===== config.mk =====
export PLATFORM = sky130hd
export DESIGN_NAME = gate_selftest_seq
export DESIGN_NICKNAME = d
export VERILOG_FILES = /design/src/rtl/gate_selftest_seq.sv
export SDC_FILE = /design/constraint.sdc
export NUM_CORES = 1
export LEC_CHECK = 0
export ABC_AREA = 1
export BUFFER_PORTS_ARGS = -buffer_cell sky130_fd_sc_hd__buf_2
export CELL_PAD_IN_SITES_DETAIL_PLACEMENT = 0
export CELL_PAD_IN_SITES_GLOBAL_PLACEMENT = 2
export CORE_MARGIN = 3
export CORE_UTILIZATION = 30
export CTS_CLUSTER_DIAMETER = 150
export DETAILED_ROUTE_END_ITERATION = 10
export GPL_TIMING_DRIVEN = 0
export HOLD_SLACK_MARGIN = 0.1
export PLACE_DENSITY_LB_ADDON = 0.2
export REMOVE_ABC_BUFFERS = 1
export SLEW_MARGIN = 0
export SYNTH_ARGS = -nofsm -noshare
export SYNTH_HDL_FRONTEND = slang
export SYNTH_SLANG_ARGS = --single-unit
export TNS_END_PERCENT = 1

===== constraint.sdc =====
create_clock -name CLK -period 2.2 [get_ports CLK]
set_clock_uncertainty 0.15 [all_clocks]
set_input_delay 0.11 -clock CLK [delete_from_list [all_inputs] [get_ports CLK]]
set_output_delay 0.11 -clock CLK [all_outputs]
set_load 0.02 [all_outputs]

===== src/rtl/gate_selftest_seq.sv =====
`default_nettype none
// ============================================================================
//  Module   : gate_selftest_seq
//  Purpose  : Self-test sequencer and input arbiter for a bank of 2-input
//             gates. In idle the manual buttons drive the shared gate inputs.
//             A rising edge on start launches a run that applies all four
//             (a,b) vectors, compares every gate output against a truth-table
//             parameter and latches per-gate pass flags. LEDs show either the
//             live gate outputs or the latched result, dimmed by a PWM counter.
//  Ports    : CLK, RST_N (async, active-low)
//             start        - level; rising edge requests a run
//             man_a, man_b - manual button levels
//             gate_a/b     - shared gate inputs (out)
//             gate_y       - gate outputs, bit g = gate g (in)
//             busy, done   - registered status
//             pass         - per-gate pass flags, valid while done=1
//             led          - PWM-dimmed display outputs
//  Revision : 1.0 - initial release
// ============================================================================
module gate_selftest_seq #(
    parameter int                       N_GATES       = 5,
    parameter int                       SETTLE_CYCLES = 2,
    parameter logic [4*N_GATES-1:0]     EXPECTED      = 20'h6E837,
    parameter int                       PWM_BITS      = 8,
    parameter int                       DUTY          = 8
) (
    input  logic               CLK,
    input  logic               RST_N,
    input  logic               start,
    input  logic               man_a,
    input  logic               man_b,
    output logic               gate_a,
    output logic               gate_b,
    input  logic [N_GATES-1:0] gate_y,
    output logic               busy,
    output logic               done,
    output logic [N_GATES-1:0] pass,
    output logic [N_GATES-1:0] led
);

    localparam int CNT_W = (SETTLE_CYCLES + 1 <= 2) ? 1 : $clog2(SETTLE_CYCLES + 1);
    localparam logic [CNT_W-1:0] SETTLE_INIT = CNT_W'(SETTLE_CYCLES);

    typedef enum logic [1:0] {
        IDLE  = 2'd0,
        APPLY = 2'd1,
        CHECK = 2'd2,
        DONE  = 2'd3
    } state_t;

    state_t                 state;
    state_t                 next_state;
    logic [1:0]             vec;
    logic [CNT_W-1:0]       cnt;
    logic                   start_q;
    logic                   start_edge;
    logic [PWM_BITS-1:0]    pwm;
    logic                   pwm_on;
    logic [N_GATES-1:0]     mismatch;
    logic                   testing;

    assign start_edge = start & ~start_q;
    assign testing    = (state == APPLY) || (state == CHECK);

    // Compare at full integer width so DUTY values beyond the counter range
    // simply keep the LEDs lit.
    assign pwm_on = ($unsigned(32'(pwm)) < $unsigned(32'(DUTY)));

    always_comb begin
        mismatch = '0;
        for (int g = 0; g < N_GATES; g++) begin
            mismatch[g] = gate_y[g] != EXPECTED[4*g + int'(vec)];
        end
    end

    always_comb begin
        next_state = state;
        case (state)
            IDLE:    if (start_edge) next_state = APPLY;
            APPLY:   if (cnt == '0) next_state = CHECK;
            CHECK:   next_state = (vec == 2'd3) ? DONE : APPLY;
            DONE:    if (start_edge) next_state = APPLY;
            default: next_state = IDLE;
        endcase
    end

    // Reset leaves start_q high so a start held through reset release is
    // not mistaken for a fresh request.
    always_ff @(posedge CLK or negedge RST_N) begin
        if (!RST_N) begin
            state   <= IDLE;
            vec     <= 2'd0;
            cnt     <= '0;
            pwm     <= '0;
            start_q <= 1'b1;
            busy    <= 1'b0;
            done    <= 1'b0;
            pass    <= '0;
        end else begin
            start_q <= start;
            pwm     <= pwm + 1'b1;
            state   <= next_state;
            busy    <= (next_state == APPLY) || (next_state == CHECK);
            done    <= (next_state == DONE);
            case (state)
                IDLE, DONE: begin
                    if (start_edge) begin
                        vec  <= 2'd0;
                        cnt  <= SETTLE_INIT;
                        pass <= '1;
                    end
                end
                APPLY: begin
                    if (cnt != '0) cnt <= cnt - 1'b1;
                end
                CHECK: begin
                    pass <= pass & ~mismatch;
                    if (vec != 2'd3) begin
                        vec <= vec + 2'd1;
                        cnt <= SETTLE_INIT;
                    end
                end
                default: ;
            endcase
        end
    end

    always_comb begin
        gate_a = testing ? vec[1] : man_a;
        gate_b = testing ? vec[0] : man_b;
    end

    always_comb begin
        led = '0;
        case (state)
            IDLE:    led = gate_y & {N_GATES{pwm_on}};
            DONE:    led = pass & {N_GATES{pwm_on}};
            default: led = '0;
        endcase
    end

endmodule
`default_nettype wire


==> impl_metrics.env <==
export IMPL_synth_seq_area_share_pct=43.2
export IMPL_final_antenna_net_count=0
export IMPL_timing_worst_slew_pin_value_ps=508
export IMPL_hold_buffers=7
export IMPL_grt_util_all_layers_pct=11.6
export IMPL_grt_first_pass_wirelength_um=4630
export IMPL_cts_path_max_buffers=2
export IMPL_mappedNetlistArea_sq_um=1280
export IMPL_critical_path_peak_fanout=8
export IMPL_synth_top_cells_by_area="dfrtp_1 41%, nand2_1 18%, ha_1 9.8%, inv_1 9.4%, o21ai_0 3.9%"
export IMPL_die_area_sq_um=5070
export IMPL_vias=1135
export IMPL_first_global_vias=1033
export IMPL_yosys_area_top_type_share_pct=41.2
export IMPL_synth_edff_count=0
export IMPL_clock_tree_root_cell="clkbuf_8"
export IMPL_area_share_of_and_or_nand_nor_cells_after_synthesis_pct=30.2
export IMPL_synth_area_per_cell_sq_um=7.42
export IMPL_std_cell_rows=23
export IMPL_synth_lib_cells_used_distinct=14
export IMPL_post_cts_buffers=0
export IMPL_timing_final_setup_violations=0
export IMPL_hpwl_after_detailed_placement_um=2060
export IMPL_initial_core_utilization_pct=31.5
export IMPL_synthesis_yosys_warnings=0
export IMPL_rsz_0062_raised_after_global_routing="no"
export IMPL_detail_route_drc_violations=0
export IMPL_synth_async_sr_flop_share_pct=100
export IMPL_post_synth_mux_area_share_pct=0
export IMPL_yosys_register_bits=22
export IMPL_drv_max_cap_violation_count=0
export IMPL_cts_repair_resized=0
export IMPL_timing_max_transition_violations_final=0
export IMPL_synthesized_instance_count=172
export IMPL_critPathCapture="led[2]"
export IMPL_r2r_cells=7
export IMPL_synth_common_cells="62 x nand2_1, 32 x inv_1, 21 x dfrtp_1, 10 x ha_1, 10 x o21ai_0"
export IMPL_number_of_antenna_violations_at_the_first_check_in_global_routing=0
export IMPL_core_area_sq_um=4060
export IMPL_drive_gt1_share_pct=15.1
export IMPL_cts_htree_levels=1
export IMPL_worst_r2r_endpoint="busy"
export IMPL_period_minus_slack_ps=1980
export IMPL_grt_ovfl_total=0
export IMPL_type_of_the_worst_setup_path="flip-flop to output pin"
export IMPL_rr_startpoint="state[0]"
export IMPL_grt_start_max_net_pins=23
export IMPL_clkLatencyLatePin_ps=260
export IMPL_inserted_diodes=0
export IMPL_netlist_top_cell_by_area="dfrtp_1"
export IMPL_timing_reg2reg_setup_slack_ps=280
export IMPL_synthMostInstantiatedCell="nand2_1"
export IMPL_yosys_area_share_xor_xnor_pct=2.75
export IMPL_critPathRequiredTime_ps=1940
export IMPL_detailedRoute_firstIterationViolations=46
export IMPL_synthToLayoutAreaGrowth_pct=22.5
export IMPL_vias_per_cell=4.45
export IMPL_setup_worst_path_start="state[0]"
export IMPL_cellLeakagePower_uw=0.000895
export IMPL_fin_worst_hold_slack_ps=197
export IMPL_hold_viol_final=0
export IMPL_dieWidth_um=71.2
export IMPL_floorplan_io_pins=24
export IMPL_synth_compound_area_share_pct=3.92
export IMPL_tritoncts="built"
export IMPL_largest_family_of_logic_cells_by_synthesized_area="simple AND/OR/NAND/NOR gates"
export IMPL_power_per_cell_area_nw_per_um2=1020
export IMPL_gp_routability_congestion=0.725
export IMPL_cts_sinks=22
export IMPL_finalSetupTns_ps=0
export IMPL_numCtsBuffers=3
export IMPL_synth_ff_type="dfrtp_1"
export IMPL_status="finished clean"
export IMPL_route_final_wire_length_um=2750
export IMPL_data_arrival_time_of_the_critical_path_ps=1720
export IMPL_end_kind="output pin"
export IMPL_clkSlewWorstSetupHoldPaths_ps=80
export IMPL_synth_fa_ha_area_share_pct=9.80
export IMPL_dieHeight_um=71.2
export IMPL_finalNetCount=226
export IMPL_timing_max_slew_rel_slack_pct=66.1
export IMPL_fmax_mhz=505
export IMPL_min_period_over_period_pct=90.0
export IMPL_ir_worst_vdd_v=0.000555
export IMPL_worstSetupStartpointType="flip-flop"
export IMPL_hold_class="input port to async pin"
export IMPL_number_of_detailed_routing_iterations_run_before_antenna_repair=4
export IMPL_io_buffer_count=23
export IMPL_route_detailed_wl_per_inst_um=10.8
[layout make-up]
cell class	count	area, sq um
multi-input cells	116	596
inverters	33	124
well taps	50	62.6
flip-flops and latches	22	552
clock buffers	4	45.0
repair buffers	30	185
fillers	424	2490
[critical path, stage by stage, from the launching register on]
cell and delay, ps:
dfrtp_1 410, inv_1 90, ha_1 440, inv_2 130, nor3_1 190, buf_2 190
[kinds of logic (layout without fill, tap and decap cells)]
| kind of cell | after synthesis | after routing |
|---|---|---|
| AO/OA/AOI/OAI | 10 | 10 |
| XOR/XNOR | 4 | 4 |
| adder cells (fa/ha/maj) | 10 | 10 |
| buffers and inverters | 34 | 67 |
| flip-flops | 22 | 22 |
| AND/OR/NAND/NOR | 92 | 92 |
[per-layer routing]
metal	global-route usage, %	vias up	part of all wire, %
li1	-	594	-
met1	15.0	514	47
met2	19.3	23	47
met3	1.68	4	4.8
met4	4.80	0	0.98
met5	0	-	0
[per-stage QoR]
step	utilization (%)	worst slack, ps	total power (uW)	instances	instance area, sq um
CTS	38.5	182	1630	255	1560
detailed placement	35.7	288	1350	244	1450
floorplan	-	500	1110	171	1270
global route	38.5	11.7	1760	255	1560
finish	38.5	219	1590	255	1560
global placement	35.7	320	1330	244	1450
[power breakdown]
group,switching [uW],internal (uW),leakage (uW),total (uW)
clock network,131,129,0.0000228,260
registers,76.1,509,0.000265,585
logic,497,253,0.000607,750
[flip-flops by register name, indices dropped and copies added, names as in the netlist]
name     flops
done         1
state        2
busy         1
pass         5
start_q      1
cnt          2
vec          2
pwm          8
[worst min-delay path by stage]
stage	startpoint	end	slack [ps]	cells after the start
floorplan	RST_N	busy	-340	0
global placement	RST_N	vec[1]	-40	1
detailed placement	RST_N	vec[0]	-30	1
CTS	RST_N	vec[0]	220	2
global route	RST_N	pass[4]	240	2
finish	RST_N	vec[0]	200	2
[cells in the final DEF, fill, tap and decap left out, drive strengths merged]
master       instances
nor2                 7
xor2                 4
nand4                6
dfstp                1
nor3                 6
buf                 23
dfrtp               21
nand2               65
o21ai               10
inv                 33
dlygate4sd3          7
clkbuf               4
nand3                8
ha                  10
Note: power is estimated with default switching activity, not from simulation.
